## src/rtl/acc_seq.sv

```systemverilog
// Command-driven accumulator sequencer that loads operands and steps an external ALU.
// Optional zero/carry flags are built only when ACC_SEQ_FLAGS_EN is defined.
module acc_seq #(
  parameter int CNT_W = 2
) (
  input  logic             clk,
  input  logic             rst,
  input  logic             cmd_valid,
  output logic             cmd_ready,
  input  logic [1:0]       cmd_code,
  input  logic [3:0]       cmd_data,
  input  logic [2:0]       cmd_op,
  input  logic [CNT_W-1:0] cmd_cnt,
  output logic [3:0]       alu_a,
  output logic [3:0]       alu_b,
  output logic [2:0]       alu_op,
  input  logic [3:0]       alu_result,
  output logic [3:0]       acc,
  output logic             busy,
  output logic             done,
  output logic             flag_z,
  output logic             flag_c
);

  localparam logic [1:0] CMD_LOAD_A = 2'b00;
  localparam logic [1:0] CMD_LOAD_B = 2'b01;
  localparam logic [1:0] CMD_EXEC   = 2'b10;
  localparam logic [1:0] CMD_CLEAR  = 2'b11;

  typedef enum logic [1:0] {
    ST_IDLE = 2'd0,
    ST_EXEC = 2'd1,
    ST_DONE = 2'd2
  } state_t;

  state_t           state;
  state_t           state_next;
  logic [3:0]       breg;
  logic [2:0]       op_r;
  logic [CNT_W-1:0] cnt_r;
  logic             accept;

  assign accept = cmd_valid & cmd_ready;
  assign alu_a  = acc;
  assign alu_b  = breg;
  assign alu_op = op_r;

  // NOTE: sequential state uses non-blocking assignments so every register samples pre-edge values.
  always_ff @(posedge clk or posedge rst) begin
    if (rst) state <= ST_IDLE;
    else     state <= state_next;
  end

  always_comb begin
    // NOTE: default first so every path assigns state_next and no latch is inferred.
    state_next = state;
    case (state)
      ST_IDLE: if (accept) state_next = (cmd_code == CMD_EXEC) ? ST_EXEC : ST_DONE;
      ST_EXEC: if (cnt_r == '0) state_next = ST_DONE;
      ST_DONE: state_next = ST_IDLE;
      default: state_next = ST_IDLE;
    endcase
  end

  always_comb begin
    cmd_ready = 1'b0;
    busy      = 1'b0;
    done      = 1'b0;
    case (state)
      ST_IDLE: cmd_ready = 1'b1;
      ST_EXEC: busy = 1'b1;
      ST_DONE: begin
        busy = 1'b1;
        done = 1'b1;
      end
      default: ;
    endcase
  end

  // Operand, opcode and repeat-count registers; acc takes the ALU result once per EXEC cycle.
  always_ff @(posedge clk or posedge rst) begin
    if (rst) begin
      acc   <= 4'h0;
      breg  <= 4'h0;
      op_r  <= 3'b000;
      cnt_r <= '0;
    end else begin
      case (state)
        ST_IDLE: begin
          if (accept) begin
            case (cmd_code)
              CMD_LOAD_A: acc <= cmd_data;
              CMD_LOAD_B: breg <= cmd_data;
              CMD_EXEC: begin
                op_r  <= cmd_op;
                cnt_r <= cmd_cnt;
              end
              CMD_CLEAR: begin
                acc  <= 4'h0;
                breg <= 4'h0;
              end
              default: ;
            endcase
          end
        end
        ST_EXEC: begin
          acc <= alu_result;
          if (cnt_r != '0) cnt_r <= cnt_r - CNT_W'(1);
        end
        default: ;
      endcase
    end
  end

`ifdef ACC_SEQ_FLAGS_EN
  logic       flag_z_r;
  logic       flag_c_r;
  logic       carry;
  logic [4:0] sum;

  assign sum = {1'b0, acc} + {1'b0, breg};

  always_comb begin
    carry = 1'b0;
    case (op_r)
      3'b010:  carry = sum[4];
      3'b011:  carry = (acc < breg);
      3'b110:  carry = (acc == 4'h0);
      3'b111:  carry = (acc == 4'hf);
      default: carry = 1'b0;
    endcase
  end

  // The zero flag tracks every acc write, so CLEAR leaves it set rather than cleared.
  always_ff @(posedge clk or posedge rst) begin
    if (rst) begin
      flag_z_r <= 1'b0;
      flag_c_r <= 1'b0;
    end else if (state == ST_EXEC) begin
      flag_z_r <= (alu_result == 4'h0);
      flag_c_r <= carry;
    end else if (accept) begin
      case (cmd_code)
        CMD_LOAD_A: flag_z_r <= (cmd_data == 4'h0);
        CMD_CLEAR: begin
          flag_z_r <= 1'b1;
          flag_c_r <= 1'b0;
        end
        default: ;
      endcase
    end
  end

  assign flag_z = flag_z_r;
  assign flag_c = flag_c_r;
`else
  assign flag_z = 1'b0;
  assign flag_c = 1'b0;
`endif

endmodule

```

## config.mk

```make
export PLATFORM = sky130hd
export DESIGN_NAME = acc_seq
export DESIGN_NICKNAME = d
export VERILOG_FILES = /design/src/rtl/acc_seq.sv
export SDC_FILE = /design/constraint.sdc
export NUM_CORES = 1
export LEC_CHECK = 0
export BUFFER_PORTS_ARGS = -buffer_cell sky130_fd_sc_hd__buf_2
export CORE_UTILIZATION = 49
export CTS_CLUSTER_SIZE = 28
export DETAILED_ROUTE_END_ITERATION = 8
export PLACE_DENSITY = 0.82
export SYNTH_ARGS = -nofsm -noshare
export SYNTH_HDL_FRONTEND = slang
export SYNTH_SLANG_ARGS = --single-unit
```

## constraint.sdc

```tcl
create_clock -name clk -period 4.49 [get_ports clk]
set_clock_uncertainty 0.15 [all_clocks]
set_input_delay 0 -clock clk [delete_from_list [all_inputs] [get_ports clk]]
set_output_delay 0 -clock clk [all_outputs]
set_load 0.05 [all_outputs]
```

Yosys cells after proc, flatten, opt, wreduce, memory -nomap -nowiden. Cells that the tools add are included.

Equal/unequal tests: 10. $add $sub $neg: 1. Reductions and logical operators: 12. Mux-type cells: 15. Bitwise gates (word level): 1.

Operators with widths (count): 4-bit one-hot mux with 2 select lines (3); 2-bit two-way mux (6); 3-bit AND reduction (3); 2-bit inequality test (second input constant) (4); 2-bit one-hot mux with 2 select lines (2); 2-bit == test (second input constant) (3); 2-bit zero test (3); 2-bit nonzero test (3); 2-bit by 1-bit == test with 1-bit output (second input constant) (2); 4-bit two-way mux (1); 4-bit AND reduction (1); 1-bit two-way mux (3); 3-bit by 1-bit inequality test with 1-bit output (second input constant) (1); 2-bit AND reduction (1); 2-bit OR reduction (1); 2-bit by 1-bit subtractor with 2-bit output (second input constant) (1); 1-bit bitwise AND (1).

Word-level logic and storage cells: 44. Bits of input ports: 18. Bits in registers: 15.

Depth between registers and ports, before layout.
Word-level depth: 5. Mapped depth: 7. Mapped depth without buffers: 6.

Worst setup path after synthesis. No wires, ideal clock.

Path type: flip-flop to flip-flop. Start: register state[0]. End: register cnt_r[0]. Buffers on the path: 0. Data arrival time: 1.689 ns. Stages on the path, launching flop included: 7. Setup slack: 2.524 ns. Cells stage by stage: dfrtp_1 -> inv_1 -> ha_1 -> mux2i_1 -> a221o_1 -> a21oi_1 -> o22ai_1.

Cells in the longest elaborated chain, start to end: 5. Elaborated cells between the ends (all ways): 10.

Ends and longest elaborated chain: from (decl) (RTL line 36) `state_t state;`; from (signal assigned) (RTL line 51) `else state <= state_next;`; 2-bit zero test (RTL line 69) `case (state)`; 1-bit two-way mux (RTL line 69); via cmd_ready (RTL line 9) `output logic cmd_ready,`; 1-bit bitwise AND (RTL line 43) `assign accept = cmd_valid & cmd_ready;`; 2-bit inequality test (no line); 4-bit AND reduction (no line); to (signal assigned) (RTL line 96) `cnt_r <= cmd_cnt;`; to (signal assigned) (RTL line 108) `if (cnt_r != '0) cnt_r <= cnt_r - CNT_W'(1);`; to (decl) (RTL line 40) `logic [CNT_W-1:0] cnt_r;`.

The timed path passes the listed nets, and every way through them passes these cells. A chain may end at the register's enable or synchronous reset.

Worst setup path in the final report.
Start: register state[1]. End: register cnt_r[0].

Cells in the longest elaborated chain, start to end: 5. Elaborated cells between the ends (all ways): 10.

Ends and longest elaborated chain (RTL line): 2-bit zero test (69, 88); 1-bit two-way mux (69); 1-bit bitwise AND (43); 2-bit inequality test (no line); 4-bit AND reduction (no line).

Parallel ways exist; a longest one is shown, timed or not.

==> flow_summary.json <==
{
  "yosys-top-cells-count": "15 x dfrtp_1, 8 x a21oi_1, 8 x inv_1, 8 x nor2_1",
  "grt_pass1_vias": 815,
  "diodes": 0,
  "cts_root_buf": "clkbuf_4",
  "coreArea_mm2": 0.00158,
  "synth.cell_area_um2": 868,
  "timing.setup.tns_ns": 0,
  "post_cts_resized": 0,
  "cts_buffers": 3,
  "port_buffers": 35,
  "htreeDepth": 1,
  "violations": "DRC",
  "grt_usage": 0.263,
  "synth-main-ff-cell": "dfrtp_1",
  "wl_per_cell_um": 14.6,
  "drt_first_pass_iters": 8,
  "die_w_um": 44.1,
  "synthArstFlopShare": 1.00,
  "antenna_found_initial": 0,
  "area_growth_pct": 40.6,
  "synthCells": 88,
  "fin_nets": 163,
  "yosysMostFrequentCell": "dfrtp_1",
  "via_count": 831,
  "clock-sinks": 15,
  "die_h_um": 44.1,
  "syn_avg_cell_area_um2": 9.87,
  "crit_fanout": 7,
  "startpoint_type": "flip-flop",
  "powerDensity_mw_per_mm2": 748,
  "fin_crit_sh": 0.413,
  "clk_latency_ns": 0.29,
  "antenna_left": 0,
  "drive_above_1_share": 0.319,
  "critPathKind": "flip-flop to flip-flop",
  "p_leak_nw": 0.604,
  "crit_arrival_ns": 1.89,
  "cts_hold_buf": 18,
  "ys_warn_count": 0,
  "yosys.area.top_type": "dfrtp_1",
  "synth-seq-cells": 15,
  "run_status": "finished, violations left",
  "grt.overflow.total": 0,
  "hold_violations": 0,
  "gp_congestion": 0.787,
  "setup_viol": 0,
  "rows": 14,
  "cts.repair_timing.setup_buffer_count": 0,
  "start_util": 0.551,
  "grt_max_degree": 16,
  "max-cap-violations": 0,
  "clk_pin_slew_ns": 0.10,
  "worst_slew_pin_slew_ns": 0.561,
  "synth_edf_count": 0,
  "yosys.area.top_type_share": 0.432,
  "required_ns": 4.52,
  "hp-class": "primary input to flip-flop",
  "synthDistinctLibCells": 24,
  "cts_tree": "built",
  "clockBufferDepth": 2,
  "drtIter0Drc": 13,
  "wl_mm": 2.24,
  "avgViaCountPerCell": 5.40,
  "clock.fmax_mhz": 539,
  "peakVddDrop_mv": 0.510,
  "remaining_drc_errors": 1,
  "die_area_mm2": 0.00194,
  "end_kind": "flip-flop",
  "ys_top_cells_by_area": "dfrtp_1 43%, ha_1 8.6%, buf_4 5.2%",
  "rsz0062_at_grt": "no",
  "slew_viol_final": 0,
  "ioPinCount": 38,
  "fin_util": 0.775,
  "maxSlewHeadroom": 0.626,
  "min_period_ns": 1.86,
  "grt_pass1_wl_mm": 3.62,
  "dp_hpwl_mm": 1.31,
  "seq_area_frac_synth": 0.432
}
flip-flops by register name (all words and copies together) (netlist names):
register and cells:
cnt_r 2, alu_op 3, alu_b 4, acc 4, state 2
metrics by stage:
stage                     cell area (um2)  hold WS (ns)  std cells  power (mW)  setup WS, ns
final                                1220        0.0445        154       0.913          2.63
after global routing                 1220         0.100        154       0.962          2.50
after CTS                            1220        0.0206        154       0.912          2.66
after detailed placement             1010       -0.0601        132       0.818          2.69
after global placement               1010       -0.0717        132       0.805          2.78
after floorplan                       872        -0.249         89       0.729          2.52
final cells by class:
class,instances,area (um2)
Multi-Input combinational cell,58,413
Sequential cell,15,375
Timing Repair Buffer,53,355
Fill cell,112,355
Inverter,8,30.0
Clock buffer,3,22.5
Tap cell,16,20.0
Clock inverter,1,5.00
critical path, cell delays in order (launching register included):
cell and delay (ns):
dfrtp_1 0.42, inv_1 0.15, ha_1 0.35, mux2i_1 0.12, a221o_1 0.34, a21oi_1 0.14, o22ai_1 0.09
routing by layer:
metal	GRT usage	vias to the layer above	part of all wire
met1	0.292	398	0.39
met4	0.170	0	0.038
met3	0.0245	10	0.037
met5	0	-	0
met2	0.476	31	0.53
li1	-	392	-
cell families (layout without fill, tap and decap cells):
family | count (synthesis) | count (layout) | share of synthesized area
and+or+nand+nor | 21 | 21 | 0.124
other | 1 | 2 | 0.00432
adders and majority gates | 6 | 6 | 0.0865
DFF | 15 | 15 | 0.432
AOI/OAI and AO/OA | 22 | 22 | 0.173
xor gates and xnor gates | 1 | 1 | 0.0101
buffers and inverters | 16 | 65 | 0.0965
muxes | 6 | 6 | 0.0735
power breakdown:
group / internal [mW] / leakage (nW) / switching (mW)
Sequential: 0.197 / 0.182 / 0.0332
Combinational: 0.156 / 0.404 / 0.446
Clock: 0.0332 / 0.0177 / 0.0483
Total: 0.386 / 0.604 / 0.527
final timing paths:
path                                      startpoint                    to  slack, ns  cells after the start
worst min-delay path                     cmd_code[1]  state[1]$_DFFE_PP0P_       0.04                      4
worst max-delay path            state[1]$_DFFE_PP0P_  cnt_r[0]$_DFFE_PP0P_       2.63                      6
min in group asynchronous                        rst  alu_b[1]$_DFFE_PP0P_       0.17                      3
worst min register to register  alu_b[2]$_DFFE_PP0P_  alu_b[2]$_DFFE_PP0P_       0.34                      2
max in group asynchronous                        rst  cnt_r[0]$_DFFE_PP0P_       3.66                      3
worst max register to register  state[1]$_DFFE_PP0P_  cnt_r[0]$_DFFE_PP0P_       2.63                      6
layout by cell type (no fill, tap or decap), drive strengths merged:
| cell | netlist | routed |
|---|---|---|
| clkbuf | 1 | 3 |
| a22oi | 4 | 4 |
| ha | 6 | 6 |
| o21ai | 5 | 5 |
| nand2b | 5 | 5 |
| inv | 8 | 8 |
| mux2 | 3 | 3 |
| dlygate4sd3 | 0 | 18 |
| nand3 | 1 | 1 |
| nor2 | 8 | 8 |
| and2b | 1 | 1 |
| a311oi | 1 | 1 |
| nand2 | 4 | 4 |
| a211oi | 1 | 1 |
| xor2 | 1 | 1 |
| o22ai | 1 | 1 |
| nor3b | 1 | 1 |
| dfrtp | 15 | 15 |
| clkinv | 0 | 1 |
| conb | 1 | 2 |
| a21oi | 8 | 8 |
| nand4b | 1 | 1 |
| a221o | 2 | 2 |
| buf | 7 | 35 |
| mux2i | 3 | 3 |
(Power assumes the default switching activity.)
